`config.mk`:
```
export PLATFORM = sky130hd
export DESIGN_NAME = csa_accum
export DESIGN_NICKNAME = d
export VERILOG_FILES = /design/src/rtl/csa_accum.sv
export SDC_FILE = /design/constraint.sdc
export NUM_CORES = 1
export LEC_CHECK = 0
export CORE_UTILIZATION = 35
export DETAILED_ROUTE_END_ITERATION = 16
export PLACE_DENSITY = 0.59
export SLEW_MARGIN = 10
export SYNTH_ARGS = -nofsm -noshare
export SYNTH_HDL_FRONTEND = slang
export SYNTH_HIERARCHICAL = 1
export SYNTH_SLANG_ARGS = --single-unit
```
`constraint.sdc`:
```
create_clock -name clk -period 4.7 [get_ports clk]
set_input_delay 0.94 -clock clk [delete_from_list [all_inputs] [get_ports clk]]
set_output_delay 0.94 -clock clk [all_outputs]
set_load 0.02 [all_outputs]
```
`src/rtl/csa_accum.sv`:
```
// csa_accum: carry-save frame accumulator.
// Beats are summed in redundant (S, C) form with one carry-save adder level,
// so the accept path has no carry chain. When a frame ends, the sum is
// resolved K bits per cycle over N/K cycles, then held for the downstream
// handshake.
//
// state   | meaning
// ACCUM   | accepting beats into S/C, InReady=1
// RESOLVE | ripple-resolving S+C one K-bit chunk per cycle
// DONE    | OutSum/OutCount valid, waiting for OutReady

// 3:2 carry-save compressor. The carry vector is pre-shifted left one bit,
// so it lines up with the sum vector. Carry-in is 0, and the carry out of
// the top bit is dropped.
module openhw_csa #(
  parameter int W = 16
) (
  input  logic [W-1:0] a,
  input  logic [W-1:0] b,
  input  logic [W-1:0] c,
  output logic [W-1:0] sum,
  output logic [W-1:0] carry
);
  logic [W-1:0] maj;

  assign sum   = a ^ b ^ c;
  assign maj   = (a & b) | (a & c) | (b & c);
  assign carry = maj << 1;
endmodule

module csa_accum #(
  parameter int N = 16,
  parameter int K = 4
) (
  input  logic         clk,
  input  logic         reset,
  input  logic         InValid,
  output logic         InReady,
  input  logic [N-1:0] InData,
  input  logic         InLast,
  output logic         OutValid,
  input  logic         OutReady,
  output logic [N-1:0] OutSum,
  output logic [7:0]   OutCount
);
  localparam int NC = N / K;
  localparam int IW = (NC > 1) ? $clog2(NC) : 1;
  localparam logic [IW-1:0] IDX_LAST = IW'(NC - 1);

  if ((K < 1) || ((N % K) != 0)) begin : g_param_check
    $error("csa_accum: N must be a positive multiple of K");
  end

  typedef enum logic [1:0] {
    ST_ACCUM   = 2'd0,
    ST_RESOLVE = 2'd1,
    ST_DONE    = 2'd2
  } state_t;

  state_t        state_q, state_d;
  logic [N-1:0]  s_q, s_d;
  logic [N-1:0]  c_q, c_d;
  logic [7:0]    cnt_q, cnt_d;
  logic [IW-1:0] idx_q, idx_d;
  logic          cy_q, cy_d;
  logic [N-1:0]  res_q, res_d;
  logic [N-1:0]  out_sum_q, out_sum_d;
  logic [7:0]    out_count_q, out_count_d;

  logic [N-1:0]  csa_s;
  logic [N-1:0]  csa_c;
  logic [K-1:0]  s_chunk;
  logic [K-1:0]  c_chunk;
  logic [K:0]    chunk_sum;
  logic [7:0]    cnt_inc;

  openhw_csa #(.W(N)) u_csa (
    .a     (s_q),
    .b     (c_q),
    .c     (InData),
    .sum   (csa_s),
    .carry (csa_c)
  );

  // Handshake outputs decode the registered state only, so no input reaches them combinationally.
  assign InReady  = (state_q == ST_ACCUM);
  assign OutValid = (state_q == ST_DONE);
  assign OutSum   = out_sum_q;
  assign OutCount = out_count_q;

  // Chunk adder for the resolve pass and saturating beat-count increment.
  always_comb begin
    s_chunk   = s_q[idx_q*K +: K];
    c_chunk   = c_q[idx_q*K +: K];
    chunk_sum = {1'b0, s_chunk} + {1'b0, c_chunk} + {{K{1'b0}}, cy_q};
    cnt_inc   = (cnt_q == 8'hFF) ? cnt_q : (cnt_q + 8'd1);
  end

  // Next-state logic for the frame FSM and its datapath registers.
  always_comb begin
    state_d     = state_q;
    s_d         = s_q;
    c_d         = c_q;
    cnt_d       = cnt_q;
    idx_d       = idx_q;
    cy_d        = cy_q;
    res_d       = res_q;
    out_sum_d   = out_sum_q;
    out_count_d = out_count_q;

    case (state_q)
      ST_ACCUM: begin
        if (InValid) begin
          s_d   = csa_s;
          c_d   = csa_c;
          cnt_d = cnt_inc;
          if (InLast) begin
            state_d = ST_RESOLVE;
            idx_d   = '0;
            cy_d    = 1'b0;
          end
        end
      end
      ST_RESOLVE: begin
        res_d[idx_q*K +: K] = chunk_sum[K-1:0];
        if (idx_q == IDX_LAST) begin
          // The final chunk's carry is the mod-2^N overflow and is dropped.
          cy_d        = 1'b0;
          state_d     = ST_DONE;
          out_sum_d   = res_d;
          out_count_d = cnt_q;
        end else begin
          cy_d  = chunk_sum[K];
          idx_d = idx_q + IW'(1);
        end
      end
      ST_DONE: begin
        if (OutReady) begin
          state_d = ST_ACCUM;
          s_d     = '0;
          c_d     = '0;
          cnt_d   = 8'd0;
        end
      end
      default: begin
        state_d = ST_ACCUM;
      end
    endcase
  end

  // State registers with asynchronous reset that abandons any frame in flight.
  always_ff @(posedge clk or posedge reset) begin
    if (reset) begin
      state_q     <= ST_ACCUM;
      s_q         <= '0;
      c_q         <= '0;
      cnt_q       <= 8'd0;
      idx_q       <= '0;
      cy_q        <= 1'b0;
      res_q       <= '0;
      out_sum_q   <= '0;
      out_count_q <= 8'd0;
    end else begin
      state_q     <= state_d;
      s_q         <= s_d;
      c_q         <= c_d;
      cnt_q       <= cnt_d;
      idx_q       <= idx_d;
      cy_q        <= cy_d;
      res_q       <= res_d;
      out_sum_q   <= out_sum_d;
      out_count_q <= out_count_d;
    end
  end
endmodule
```
# Word-level counts from Yosys, hierarchy flattened
# Index checks and enable logic that the tools add are counted.
# Widths: inputs -> output; s select.
dict set report totals {
  wordCells 67
  ramBits 0
  romBits 0
  inputBits 21
  latchBits 0
  output_inout_bits 26
  reg_bits 85
  memories 0
}
dict set report op_classes {
  eq_ne 10
  bitwise 7
  n_addsub 5
  n_shift 4
  div_mod_pow 0
  order_cmp 0
  n_reduce_logical 9
  mux 23
  multipliers 0
}
# cell count
set op_table {}
lappend op_table {{$pmux 16 s2} 2}
lappend op_table {{$mux 16} 3}
lappend op_table {{$and 15x15->15} 3}
lappend op_table {{$neg 4->34} 1}
lappend op_table {{$shift 4x34->16 const A} 1}
lappend op_table {{$shiftx 4x34->16} 1}
lappend op_table {{$shiftx 16x5->4} 2}
lappend op_table {{$xor 16x16->16} 2}
lappend op_table {{$or 15x15->15} 2}
lappend op_table {{$mux 8} 3}
lappend op_table {{$bwmux 16} 1}
lappend op_table {{$pmux 8 s2} 1}
lappend op_table {{$mux 2} 7}
lappend op_table {{$reduce_and 4->1} 3}
lappend op_table {{$add 8x1->8 const B} 1}
lappend op_table {{$eq 8x8->1 const B} 1}
lappend op_table {{$ne 2x2->1 const B} 4}
lappend op_table {{$pmux 2 s3} 1}
lappend op_table {{$reduce_and 3->1} 2}
lappend op_table {{$add 4x4->5} 1}
lappend op_table {{$add 5x1->5} 1}
lappend op_table {{$eq 2x2->1 const B} 2}
lappend op_table {{$ne 2x1->1 const B} 2}
lappend op_table {{$pmux 2 s2} 1}
lappend op_table {{7 further kinds} 10}

# Longest topological paths before layout
# Gate-level depths: netlist (run 1).
dict set report depth {
  word_depth 5
  depth_mapped 8
  ltp_nobuf 6
}

# Cells and area by module
# The synthesis (run 1) kept the hierarchy.
# mod instances cells_each seq_area_each_um2 area_per_inst_um2
set modules_own_cells {}
lappend modules_own_cells {csa_accum 1 339 2127.0 3933.8}
lappend modules_own_cells {openhw_csa 1 18 0.0 335.3}

# Worst setup path before layout (run 1)
# No wires, ideal clock.
dict set report synth_path {
  path_kind {reg2reg}
  start {reg idx_q[0]}
  end {reg res_q[10]}
  slack_ns 1.902
  required_time_ns 4.579
  n_path_buf 1
  period_less_slack_ns 2.798
  path_stages_with_launch 8
  arrival_time_ns 2.677
  setup_ns 0.121
  cell_sequence {dfrtp_1 > buf_2 > mux4_2 > fa_1 > fa_1 > xor2_1 > and2_1 > a22o_1}
}
dict set report synth_via {
  elab_chain_len 5
  elab_cells_between_ends 8
  cone_classes {3 x add/sub; 4 x shift; 1 x mux}
}
# item line
set synth_rtl {}
lappend synth_rtl {{from (decl)} 64} ;# logic [IW-1:0] idx_q, idx_d;
lappend synth_rtl {{from (signal assigned)} 168} ;# idx_q <= idx_d;
lappend synth_rtl {{$shiftx 16x5->4 (on tied branches)} {93, 94}}
lappend synth_rtl {{$add 4x4->5} 95} ;# chunk_sum = {1'b0, s_chunk} + {1'b0, c_chunk} + {{K{1'b0}}, cy_q};
lappend synth_rtl {{$add 5x1->5} 95}
lappend synth_rtl {{$shiftx 4x34->16} 125} ;# res_d[idx_q*K +: K] = chunk_sum[K-1:0];
lappend synth_rtl {{$bwmux 16 (*)} 125}
lappend synth_rtl {{to (signal assigned)} 170} ;# res_q <= res_d;
lappend synth_rtl {{to (decl)} 66} ;# logic [N-1:0] res_q, res_d;
# Mark *: on every way between the ends. The rest lies on a longest branch, timed or not.
# A chain may end at the register's enable or synchronous reset.

# Worst setup path after layout (run 1)
# Ends and elaborated chain as after synthesis.

==> impl_metrics.tcl, run 1 <==
set metrics [dict create \
    route.detailed.drc 0 \
    hold_violations 0 \
    clk_pin_slew_worst_paths_ns 0.06 \
    layout_commonest_cell "dfrtp_1" \
    timing.rr.start "idx_q[0]$_DFFE_PP0P_" \
    yosysUniqueCellTypes 44 \
    final_cells 542 \
    postCtsSetupRepairBufs 0 \
    via_count 3021 \
    synth-xor-area-share_pct 0.967 \
    numPortBuffers 46 \
    antenna_found_initial 0 \
    hold_ws_ns 0.486 \
    synth_top_family_by_area "compound AO/OA/AOI/OAI gates" \
    drive_gt1_share_pct 8.77 \
    p_clk_share_pct 17.0 \
    synth_area_leaders "dfrtp_1, fa_1, a22o_1" \
    die_w_um 112 \
    cts_tree "built" \
    syn_area_per_cell_sq_um 12.0 \
    synth_warnings 6 \
    min_from "OutCount[7]$_DFFE_PP0P_" \
    endpoint "res_q[10]$_DFFE_PP0P_" \
    path_class "flip-flop to flip-flop" \
    synth_simple_gate_area_share_pct 12.1 \
    cts_hold_buffers 0 \
    postLayoutCoreUtil_pct 43.7 \
    wl_per_cell_um 17.5 \
    vias_per_cell 5.57 \
    worstPathArrival_ns 3.43 \
    coreArea_sq_um 11700 \
    hold_path_class "flip-flop to flip-flop" \
    cap_violations 0 \
    rsz0062_at_grt "no" \
    switching_share_pct 41.0 \
    synthAdderAreaFrac_pct 10.9 \
    area_delta_synth_final_pct 19.5 \
    cts_sinks 85 \
    p_leak_nw 2.28 \
    rows 39 \
    synth_async_sr_flop_share_pct 100 \
    path_max_fanout 14 \
    post-dp-hpwl_mm 6.65 \
    cts-root-buf "clkbuf_16" \
    r2r_cells 6 \
    initial_core_util_pct 36.6 \
    antenna_left 0 \
    pwr-share-comb_pct 47.4 \
    post_cts_resize_count 0 \
    power.switching_mw 1.60 \
    dp_cells 526 \
    relSlewSlack_pct 24.8 \
    n_antenna_cell 0 \
    pwr-share-seq_pct 35.6 \
    die_area_sq_um 12600 \
    internal-power_mw 2.30 \
    r2r_slack_ns 1.54 \
    start_kind "flip-flop" \
    final_cell_mix "dfrtp_1, clkdlybuf4s50_1, a22o_1" \
    syn_nets 405 \
    drv_slew 0 \
    grt_pass1_vias 3034 \
    fin_worst_skew_ns 0.00460 \
    wl_mm 9.50 \
    cp-end-kind "flip-flop" \
    dominantRegCellSynth "dfrtp_1" \
    finalCritPeriodShare_pct 67.2 \
    fillers 1102 \
    finalSetupTns_ns 0 \
    clockBufferDepth 2 \
    cts_buffers 9 \
    gr-total-overflow 0 \
    netlist_instances 357 \
    ys_seq_area_share_pct 49.8 \
    critPathRequiredTime_ns 4.98 \
    grt.total_usage_pct 16.3 \
    reg2reg_to "res_q[10]$_DFFE_PP0P_" \
    gp_congestion 0.803 \
    cts_max_level 3 \
    fmax_mhz 317 \
    synth_area_sq_um 4270 \
    finalSetupViolations 0 \
    synth_top_area_share_pct 49.8 \
    cp-startpoint "idx_q[0]$_DFFE_PP0P_" \
    status "completed" \
    irDropWorstVdd_mv 0.301 \
    min_period_ns 3.16 \
    nets 442 \
    drt-pass1-iter-count 4 \
    io_pins 47 \
    drt_iter0_markers 130 \
    powerDensity_nw_per_um2 765 \
    muxShareOfSynthArea_pct 5.66 \
    synth_compound_area_share_pct 16.7 \
    clk_latency_ns 0.34 \
    die_h_um 112 \
    grt_pass1_wl_mm 15.8 \
    synth_edf_count 0 \
    synth_top_cell_by_area "dfrtp_1" \
    synth-seq-cells 85 \
    worstMarginPinSlew_ns 1.13 \
    grt_max_degree 61 \
]
-- routing by layer --
metal | part of all wire [%] | GRT usage, %
met5 | 0 | 0
met4 | 0.62 | 5.87
met3 | 3.7 | 4.00
met2 | 49 | 25.0
met1 | 47 | 22.5
-- registers in the layout, summed over array words and instances (netlist names) --
register / flops
OutSum: 16
res_q: 16
OutCount: 8
s_q: 16
idx_q: 2
cy_q: 1
cnt_q: 8
state_q: 2
c_q: 16
-- logic make-up after synthesis --
group | Yosys count
compound gates | 88
xor+xnor | 3
fa+ha+maj | 27
buf+inv | 35
flops | 85
mux | 14
other cells | 1
simple gates | 104
-- power by group through the flow --
stage	registers (mW)	logic, mW	clock network [mW]
2_1_floorplan	1.38	1.30	0
3_3_place_gp	1.39	1.82	0
3_5_place_dp	1.41	1.86	0
4_1_cts	1.40	1.86	0.678
5_1_grt	1.45	2.04	0.706
6_report	1.39	1.85	0.663
-- worst max-delay path, cell delays in order (launching register included) --
cell	delay, ns
dfrtp_1	0.81
mux4_2	0.61
fa_1	0.44
fa_1	0.42
xor2_1	0.38
and2_1	0.26
a22o_1	0.16
-- worst min-delay path by stage --
stage | cells after the start | end | slack [ns]
finish | 2 | OutCount[7]$_DFFE_PP0P_ | 0.49
global route | 2 | OutCount[7]$_DFFE_PP0P_ | 0.50
CTS | 2 | OutCount[7]$_DFFE_PP0P_ | 0.49
detailed placement | 2 | OutCount[7]$_DFFE_PP0P_ | 0.47
global placement | 2 | OutCount[2]$_DFFE_PP0P_ | 0.46
floorplan | 1 | res_q[14]$_DFFE_PP0P_ | 0.47
-- through the flow --
stage               instance area, sq um  setup WS (ns)  total power [mW]
CTS                                 5100           1.52              3.94
finish                              5100           1.54              3.90
global placement                    4830           1.57              3.21
floorplan                           4270           1.57              2.68
detailed placement                  4830           1.48              3.27
global route                        5100           1.34              4.20
-- synth_stat cells, types with 3 or more instances --
master,n
fa_1,17
nand2b_1,6
o31ai_1,3
clkbuf_1,9
nor2_1,35
a22o_1,36
a211oi_1,4
nand3b_1,4
a32o_1,12
ha_1,10
inv_1,8
a221oi_1,12
mux2i_1,5
a21oi_1,8
or3_1,3
nor4_2,3
nand2_1,34
a21o_1,3
buf_2,11
or4_1,3
o21ai_1,6
dfrtp_1,85
nand3_1,7
mux4_2,8
-- layout make-up --
class	count	area, sq um	share of cell area (%)
Sequential cell	85	2130	41.7
Multi-Input combinational cell	237	1980	38.9
Timing Repair Buffer	51	498	9.76
Clock buffer	15	268	5.25
Tap cell	143	179	3.51
Inverter	10	38.8	0.761
Clock inverter	1	5.00	0.0981
Power figures use the tool's default switching activity.
==> run 2, diff against run 1 <==
==> constraint.sdc (replaced) <==
create_clock -name clk -period 3.3 [get_ports clk]
set_input_delay 0.66 -clock clk [delete_from_list [all_inputs] [get_ports clk]]
set_output_delay 0.66 -clock clk [all_outputs]
set_load 0.02 [all_outputs]
==> run 2 against run 1 <==
Sequential cell count did not move. Sequential share of layout area fell by 0.83 points. Final cell count rose by 0.37%. Design area rose by 2.0%. Via count fell by 1.9%. Clock skew rose by 0.0022 ns. Sequential power rose by 37%. Non-clock buffer count rose by 2. Critical path depth rose by 1. Global-route usage rose by 0.096 points. Critical path type unchanged.
==> impl_metrics.tcl, run 2 (synthesized netlist as in run 1, its figures left out) <==
set metrics [dict create \
    finalSetupViolations 0 \
    cts-root-buf "clkbuf_16" \
    r2r_cells 7 \
    initial_core_util_pct 36.6 \
    gp_congestion 0.826 \
    worstMarginPinSlew_ns 0.940 \
    irDropWorstVdd_mv 0.423 \
    cts_max_level 3 \
    die_area_sq_um 12600 \
    wl_per_cell_um 17.2 \
    cts_tree "built" \
    relSlewSlack_pct 37.3 \
    rows 39 \
    min_period_ns 2.77 \
    p_leak_nw 2.32 \
    route.met3.wl_um 313 \
    post_cts_resize_count 0 \
    fillers 1083 \
    whs_endpoint "OutCount[6]$_DFFE_PP0P_" \
    min_path_cells 2 \
    layout_commonest_cell "dfrtp_1" \
    drt_iter0_markers 115 \
    antenna_found_initial 0 \
    via_count 2964 \
    cap_violations 0 \
    rsz0062_at_grt "no" \
    final_cell_mix "dfrtp_1, clkdlybuf4s50_1, a22o_1" \
    drv_slew 0 \
    top_layer_used "met4" \
    clk_pin_slew_worst_paths_ns 0.06 \
    wl_mm 9.34 \
    drive_gt1_share_pct 10.2 \
    r2r_slack_ns 0.53 \
    grt_pass1_wl_mm 16.1 \
    met1_length_mm 4.40 \
    hold_violations 0 \
    grt.total_usage_pct 16.4 \
    gr-total-overflow 0 \
    worstPathArrival_ns 3.00 \
    timing.rr.start "idx_q[0]$_DFFE_PP0P_" \
    vias_per_cell 5.45 \
    status "completed" \
    cts_buffers 9 \
    path_class "flip-flop to flip-flop" \
    seqCellArea_sq_um 2130 \
    post-dp-hpwl_mm 6.66 \
    powerDensity_nw_per_um2 1110 \
    area_delta_synth_final_pct 21.9 \
    clk_latency_ns 0.34 \
    reg2reg_to "res_q[3]$_DFFE_PP0P_" \
    die_h_um 112 \
    cp-end-kind "flip-flop" \
    clockBufferDepth 2 \
    n_antenna_cell 0 \
    start_kind "flip-flop" \
    grt_pass1_vias 3077 \
    grt_max_degree 86 \
    cts_hold_buffers 0 \
    dr_wl_met2_mm 4.50 \
    path_max_fanout 12 \
    finalCritPeriodShare_pct 84.0 \
    numPortBuffers 46 \
    postCtsSetupRepairBufs 0 \
    finalSetupTns_ns 0 \
    fmax_mhz 361 \
    critPathRequiredTime_ns 3.53 \
    die_w_um 112 \
    hold_path_class "flip-flop to flip-flop" \
    coreArea_sq_um 11700 \
    multi_input_area_sq_um 1980 \
    antenna_left 0 \
    min_from "OutCount[6]$_DFFE_PP0P_" \
    cts_sinks 85 \
    nets 444 \
    fin_worst_skew_ns 0.00682 \
    drt-pass1-iter-count 4 \
    route.detailed.drc 0 \
    io_pins 47 \
    finalPower_mw 5.79 \
]
[run 2: cell count changes in the layout (fill, tap and decap cells not counted)]
cell / change
clkbuf_1: -4
bufinv_16: +3
clkbuf_8: -1
buf_12: +1
clkinvlp_4: +2
buf_4: +1
[run 2: area by class of cell]
type	instances	share of cell area (%)
well taps	143	3.44
inverters	10	0.745
clock inverters	6	2.12
flip-flops and latches	85	40.9
repair buffers	53	10.1
multi-input cells	237	38.1
clock buffers	10	4.59
[run 2: stage by stage]
step                      instance area [sq um]  setup slack [ns]  utilization, %  instances  hold slack [ns]
after CTS                                  5200             0.501            44.6        544            0.483
after floorplan                            4270             0.447               -        357            0.466
after global placement                     4850             0.623            41.6        528            0.462
final                                      5200             0.527            44.6        544            0.479
after global routing                       5200             0.360            44.6        544            0.501
after detailed placement                   4850             0.509            41.6        528            0.467
[run 2: worst max-delay path by stage]
stage,start,to,slack (ns)
final,idx_q[0]$_DFFE_PP0P_,res_q[3]$_DFFE_PP0P_,0.53
after global routing,idx_q[0]$_DFFE_PP0P_,res_q[3]$_DFFE_PP0P_,0.36
after CTS,idx_q[0]$_DFFE_PP0P_,res_q[3]$_DFFE_PP0P_,0.50
after detailed placement,idx_q[0]$_DFFE_PP0P_,res_q[3]$_DFFE_PP0P_,0.51
after global placement,idx_q[0]$_DFFE_PP0P_,res_q[3]$_DFFE_PP0P_,0.62
after floorplan,reset,OutCount[0]$_DFFE_PP0P_,0.45
[run 2: critical path, cell delays in order, from the launching register on]
cell     delay (ns)
dfrtp_1        0.42
buf_4          0.26
mux4_2         0.58
ha_1           0.31
a21o_1         0.19
a21oi_2        0.38
xnor2_1        0.22
a32o_1         0.30
[run 2: metal layers]
metal,track usage (%),vias to the layer above
li1,-,1386
met1,22.7,1507
met2,25.5,60
met3,3.67,11
met4,5.60,0
met5,0,-
[run 2: where the power goes]
| group | internal (mW) | switching [mW] | leakage, nW | total [mW] |
|---|---|---|---|---|
| combinational | 1.25 | 1.46 | 1.06 | 2.71 |
| sequential | 1.49 | 0.419 | 1.10 | 1.91 |
| clock | 0.759 | 0.414 | 0.165 | 1.17 |
| total | 3.51 | 2.29 | 2.32 | 5.79 |
==> run 3, diff against run 2 <==
==> constraint.sdc (replaced) <==
create_clock -name clk -period 2.81 [get_ports clk]
set_input_delay 0.562 -clock clk [delete_from_list [all_inputs] [get_ports clk]]
set_output_delay 0.562 -clock clk [all_outputs]
set_load 0.02 [all_outputs]
==> run 3 against run 2 <==
Die area did not move. Sequential power rose by 18%. Largest power group unchanged. Design area rose by 0.48%.
==> impl_metrics.tcl, run 3 (synthesized netlist as in run 1, its figures left out) <==
set metrics [dict create \
    worstPathArrival_ns 2.85 \
    rsz0062_at_grt "no" \
    cap_violations 0 \
    finalSetupViolations 0 \
    clockBufferDepth 2 \
    drv_slew 0 \
    die_area_sq_um 12600 \
    finalPower_mw 6.70 \
    critPathRequiredTime_ns 3.04 \
    crit_slowest_cell "mux4_2" \
    grt.total_usage_pct 16.9 \
    hold_path_class "flip-flop to flip-flop" \
    grt_pass1_vias 3148 \
    area_delta_synth_final_pct 22.5 \
    cts_sinks 85 \
    cts_buffers 9 \
    cts_max_level 3 \
    wl_per_cell_um 17.3 \
    cp-end-kind "flip-flop" \
    rows 39 \
    coreArea_sq_um 11700 \
    path_max_fanout 5 \
    grt_max_degree 33 \
    final_cell_mix "dfrtp_1, clkdlybuf4s50_1, a22o_1" \
    gp_congestion 0.803 \
    finalSetupTns_ns 0 \
    layout_commonest_cell "dfrtp_1" \
    io_pins 47 \
    start_kind "flip-flop" \
    fillers 1079 \
    path_class "flip-flop to flip-flop" \
    clk_latency_ns 0.34 \
    die_h_um 112 \
    initial_core_util_pct 36.6 \
    relSlewSlack_pct 36.6 \
    final_cells 554 \
    min_period_ns 2.62 \
    cp_cell_sequence "mux4_2 > fa_1 > fa_1 > xor2_2 > and2_1 > a22o_1" \
    powerDensity_nw_per_um2 1280 \
    path_buf_inv 0 \
    vias_per_cell 5.44 \
    drt_iter0_markers 144 \
    wl_mm 9.56 \
    grt_pass1_wl_mm 16.5 \
    antenna_found_initial 0 \
    cp_top_family "adder cells" \
    route.detailed.drc 0 \
    irDropWorstVdd_mv 0.498 \
    numPortBuffers 46 \
    post-dp-hpwl_mm 6.84 \
    hold_violations 0 \
    antenna_left 0 \
    n_antenna_cell 0 \
    gr-total-overflow 0 \
    dp_cells 538 \
    crit_top_cell "fa_1" \
    drive_gt1_share_pct 12.4 \
    fmax_mhz 381 \
    die_w_um 112 \
    drt-pass1-iter-count 4 \
    nets 454 \
    finalCritPeriodShare_pct 93.4 \
    critPathMaxStageDelay_ns 0.54 \
    via_count 3014 \
    cts-root-buf "clkbuf_16" \
    fin_worst_skew_ns 0.00733 \
    cts_tree "built" \
    clk_pin_slew_worst_paths_ns 0.06 \
    postLayoutCoreUtil_pct 44.8 \
    worstMarginPinSlew_ns 0.951 \
    p_leak_nw 2.35 \
    status "completed" \
]
-- run 3: cell types whose count changed in the layout (fill, tap and decap cells not counted) --
cell / change
clkbuf_1: +1
buf_4: +9
clkinv_2: +2
xor2_2: +1
clkinvlp_4: -1
clkbuf_8: +1
xor2_1: -1
bufinv_16: -3
buf_12: +1
-- run 3: final timing paths --
| path | from | end | slack [ns] | depth (start not counted) |
|---|---|---|---|---|
| setup / recovery | idx_q[0]$_DFFE_PP0P_ | res_q[10]$_DFFE_PP0P_ | 0.19 | 6 |
| hold / removal | OutCount[5]$_DFFE_PP0P_ | OutCount[5]$_DFFE_PP0P_ | 0.47 | 2 |
| setup reg to reg | idx_q[0]$_DFFE_PP0P_ | res_q[10]$_DFFE_PP0P_ | 0.19 | 6 |
| hold reg to reg | OutCount[5]$_DFFE_PP0P_ | OutCount[5]$_DFFE_PP0P_ | 0.47 | 2 |
| max in group asynchronous | reset | s_q[14]$_DFFE_PP0P_ | 1.69 | 3 |
| min in group asynchronous | reset | OutCount[5]$_DFFE_PP0P_ | 0.57 | 2 |
-- run 3: worst reg2reg max path, stage by stage (launching register included) --
cell,delay [ns]
dfrtp_1,0.43
mux4_2,0.54
fa_1,0.45
fa_1,0.44
xor2_2,0.21
and2_1,0.22
a22o_1,0.23
-- run 3: cell type report --
class | count | area (sq um) | area share (%)
Timing Repair Buffer | 63 | 613 | 11.7
Tap cell | 143 | 179 | 3.42
Sequential cell | 85 | 2130 | 40.7
Multi-Input combinational cell | 237 | 1990 | 38.1
Clock inverter | 4 | 22.5 | 0.431
Clock buffer | 12 | 256 | 4.91
Inverter | 10 | 38.8 | 0.742
-- run 3: routing by layer --
layer	global-route usage, %	vias to the layer above	wire length (um)
met5	0	-	0
met4	5.16	0	170
met3	4.81	14	407
met2	26.7	72	4500
met1	22.7	1530	4480
li1	-	1398	-
-- run 3: power breakdown --
| part | internal (mW) | switching [mW] | leakage [nW] |
|---|---|---|---|
| registers | 1.76 | 0.494 | 1.10 |
| clock network | 0.643 | 0.478 | 0.138 |
| logic | 1.54 | 1.80 | 1.12 |
-- run 3: repair_timing --
item	in CTS	in global routing
setup buffers	0	0
hold buffers	0	0
endpoints found under the setup margin	0	4
resized for setup	0	1
-- run 3: metrics by stage --
stage | hold WS, ns | worst slack, ns | area, sq um
6_report | 0.475 | 0.185 | 5230
5_1_grt | 0.505 | 0.0674 | 5230
4_1_cts | 0.480 | 0.0704 | 5220
3_5_place_dp | 0.465 | 0.121 | 4940
3_3_place_gp | 0.463 | 0.205 | 4940
2_1_floorplan | 0.466 | 0.0118 | 4270
